`src/rtl/ccff_cfg_loader.sv`:
```
// ccff_cfg_loader: configuration-chain loader for a routing tile.
// A serial bitstream is shifted through a NUM_BITS-deep chain and committed
// atomically to a shadow bank that drives the tile's mux selects, so those
// selects never move while the chain is shifting. ccff_tail feeds the next
// tile's ccff_head.
module ccff_cfg_loader #(
  parameter int NUM_BITS = 16
) (
  input  logic                clk,
  input  logic                reset,
  input  logic                start,
  input  logic                shift_en,
  input  logic                ccff_head,
  output logic                ccff_tail,
  output logic [NUM_BITS-1:0] mem_out,
  output logic [NUM_BITS-1:0] mem_outb,
  output logic                busy,
  output logic                done,
  output logic                err
);

  localparam int CNT_W = $clog2(NUM_BITS + 1);

  localparam logic [1:0] IDLE   = 2'd0;
  localparam logic [1:0] SHIFT  = 2'd1;
  localparam logic [1:0] COMMIT = 2'd2;

  logic [1:0]          state;
  logic [CNT_W-1:0]    count;
  logic [NUM_BITS-1:0] chain;

  // Sequence control: IDLE waits for start, SHIFT counts bits, COMMIT lasts one cycle.
  // NOTE: every register here uses <= so all flops sample the same pre-edge values;
  // a blocking assignment would let later statements see the updated state.
  always_ff @(posedge clk) begin
    if (reset) begin
      state <= IDLE;
      count <= '0;
    end else begin
      case (state)
        IDLE: begin
          if (start) begin
            state <= SHIFT;
            count <= '0;
          end
        end
        SHIFT: begin
          if (shift_en) begin
            count <= count + CNT_W'(1);
            if (count == CNT_W'(NUM_BITS - 1)) state <= COMMIT;
          end
        end
        COMMIT:  state <= IDLE;
        default: state <= IDLE;
      endcase
    end
  end

  // Shift chain: only moves while loading; holds its contents between loads.
  // NOTE: the chain is a plain register bank, not a RAM, so clearing it on reset
  // is cheap and keeps ccff_tail defined from the first cycle.
  always_ff @(posedge clk) begin
    if (reset) begin
      chain <= '0;
    end else if (state == SHIFT && shift_en) begin
      chain <= {chain[NUM_BITS-2:0], ccff_head};
    end
  end

  // Shadow bank: updated only on the COMMIT exit edge so selects stay glitch-free.
  always_ff @(posedge clk) begin
    if (reset) begin
      mem_out <= '0;
    end else if (state == COMMIT) begin
      mem_out <= chain;
    end
  end

  // Sticky protocol-violation flag; only reset clears it.
  always_ff @(posedge clk) begin
    if (reset) begin
      err <= 1'b0;
    end else begin
      case (state)
        IDLE:    if (shift_en)          err <= 1'b1;
        SHIFT:   if (start)             err <= 1'b1;
        COMMIT:  if (start || shift_en) err <= 1'b1;
        default: err <= err;
      endcase
    end
  end

  // Status and complement outputs decode registered state, so they are glitch-free.
  // NOTE: mem_outb is derived rather than stored, so it can never disagree with mem_out.
  always_comb begin
    mem_outb  = ~mem_out;
    ccff_tail = chain[NUM_BITS-1];
    busy      = (state != IDLE);
    done      = (state == COMMIT);
  end

endmodule

```
`config.mk`:
```
export PLATFORM = sky130hd
export DESIGN_NAME = ccff_cfg_loader
export DESIGN_NICKNAME = d
export VERILOG_FILES = /design/src/rtl/ccff_cfg_loader.sv
export SDC_FILE = /design/constraint.sdc
export NUM_CORES = 1
export LEC_CHECK = 0
export ABC_AREA = 0
export CAP_MARGIN = 20
export CORE_MARGIN = 2
export CORE_UTILIZATION = 50
export DETAILED_ROUTE_END_ITERATION = 6
export DONT_BUFFER_PORTS = 1
export PLACE_DENSITY = 0.63
export SLEW_MARGIN = 20
export SYNTH_ARGS = -nofsm -noshare
export SYNTH_HDL_FRONTEND = slang
export SYNTH_SLANG_ARGS = --single-unit
```
`constraint.sdc`:
```
create_clock -name clk -period 1.95 [get_ports clk]
set_input_delay 0.39 -clock clk [delete_from_list [all_inputs] [get_ports clk]]
set_output_delay 0.39 -clock clk [all_outputs]
set_load 0.03 [all_outputs]
```
==> out/qor.csv <==
metric,value,unit
status,finished clean,
drt first pass iters,4,
minimum clock period,1.70,ns
crit path DAT,1.31,ns
TritonCTS Buffers,5,
gr ovfl total,0,
final setup vio count,0,
clock root buffer,clkbuf_4,
Core ar.,3050,um2
Nets,204,
Worst VDD drop,0.366,mV
critical path class,reg2out,
final wirelength,2950,um
max_slew headroom,72.5,%
Final WS setup,0.250,ns
most frequent cells in the layout,"66 x nand2_1, 40 x dfxtp_1, 38 x a21oi_1, 18 x inv_1, 5 x clkbuf_4",
die height,60.8,um
Clock transition at path regs,0.12,ns
Rows,20,
Worst Path Required,1.56,ns
Critical Path Sink Type,output port,
Mapped Area,1610,um2
H-tree Lvls,2,
worst slew pin tran,0.413,ns
io pins,41,
initial antenna violation count,0,
vias in the first global route,1104,
CTS Hold Bufs,0,
# DRC,0,
Post-DP HPWL,2040,um
register area share after synthesis,49.7,%
unrepaired setup endpoints after global routing,no,
Hold Path Class,in2reg,
layout cells sized above 1,9.09,%
Sink Count,40,
Port Buf Inserts,0,
Via-to-Cell Ratio,5.20,
Final Hold Fails,0,
cts repair resizes,0,
Initial DRC Count,79,
clk buf depth,2,
Ys Warns,0,
Antenna Violating Nets Remaining,0,
Fin Setup TNS,0,ns
Syn Inst Count,200,
Fin Hold WS,0.0962,ns
Initial Util,52.8,%
Die Span X,60.8,um
CTS tree,yes,
Ant. Diodes,0,
Final Max Tran Viols,0,
synth-to-layout area growth,4.97,%
Power per Cell Area,870,nW/um2
gpl congestion,0.743,
Worst setup SP type,register,
skew final,0.0136,ns
DP Worst Slack,0.460,ns
"commonest non-fill, non-tap cell in the layout",nand2_1,
Unique masters post-synth,28,
"Period Utilization, post-route",87.2,%
Total GRT Usage,17.8,%
detailed-route wire length per cell,12.2,um
"Net Count, Synth",207,
global-route wire length before repair,4800,um
DR vias,1259,
post-synthesis average cell area,8.06,um2
Die ar.,3690,um2
CP max FO,17,
worst skew pair latency,0.34,ns
leakage,0.528,nW
Synth Register Bits,40,
Fmax achieved,0.588,GHz
post-CTS setup buffer count,0,
pin count of the biggest net entering global routing,41,
maxcap violations,0,
[where the power goes]
part / switching [W] / internal, W
Clock: 0.000262 / 0.000341
Sequential: 0.0000111 / 0.000823
Combinational: 0.0000224 / 0.0000131
Total: 0.000295 / 0.00118
[path summary, 6_finish.rpt]
| path | cells after the start | to | slack [ns] | start |
|---|---|---|---|---|
| max | 2 | done | 0.25 | state[1] |
| min | 1 | count[3] | 0.1 | reset |
| max reg2reg | 4 | chain[0] | 0.46 | state[0] |
| min reg2reg | 2 | chain[3] | 0.47 | chain[2] |
[metrics by stage]
stage                     instances  cell area (um2)  utilization [%]  power [W]
after detailed placement        234             1600             52.3   0.000888
after global routing            242             1690             55.4    0.00153
after global placement          234             1600             52.3   0.000886
after CTS                       242             1690             55.4    0.00149
final                           242             1690             55.4    0.00147
after floorplan                 200             1610                -   0.000896
[cell usage after synthesis, drive strengths merged]
master | instances | area (um2)
or2b | 2 | 15.0
a31oi | 1 | 6.26
nor3b | 1 | 12.5
o21ai | 4 | 20.0
clkbuf | 3 | 11.3
dfxtp | 40 | 801
nand3b | 1 | 11.3
nand2 | 66 | 248
nand2b | 1 | 6.26
buf | 9 | 73.8
mux2i | 1 | 10.0
a211oi | 2 | 25.0
nand3 | 1 | 5.00
and3 | 1 | 6.26
o21bai | 1 | 7.51
a41oi | 1 | 16.3
and3b | 1 | 8.76
or2 | 2 | 12.5
a21boi | 1 | 7.51
inv | 19 | 73.8
nor4bb | 1 | 10.0
a311oi | 1 | 8.76
ha | 2 | 25.0
a21oi | 38 | 190
[per-layer routing]
metal | vias up | GRT usage, % | wire length (um)
met1 | 578 | 21.3 | 1330
li1 | 634 | - | -
met5 | - | 0 | 0
met3 | 6 | 7.04 | 179
met4 | 0 | 7.76 | 46
met2 | 41 | 28.4 | 1400
[layout make-up]
class | count | area, um2
clock buffers | 7 | 65.1
fillers | 308 | 1360
inverters | 19 | 73.8
repair buffers | 2 | 15.0
multi-input cells | 129 | 652
flip-flops and latches | 40 | 801
clock inverters | 1 | 30.0
well taps | 44 | 55.1
[state kept, by name, indices dropped and copies added (netlist names)]
signal / count
mem_out: 16
chain: 16
count: 5
state: 2
err: 1
[critical path: stages, from the launching register on]
cell      delay, ns
dfxtp_1        0.56
nand2b_1       0.17
inv_4          0.23
[logic make-up (layout without fill, tap and decap cells)]
logic type / count (synthesis) / in the layout / synth area share, %
AND/OR/NAND/NOR: 77 / 77 / 20.8
adder cells (fa/ha/maj): 2 / 2 / 1.55
flip-flops: 40 / 40 / 49.7
multiplexers: 1 / 1 / 0.621
buffers and inverters: 31 / 29 / 9.86
AO/OA/AOI/OAI: 49 / 49 / 17.5
(Power assumes the default switching activity.)
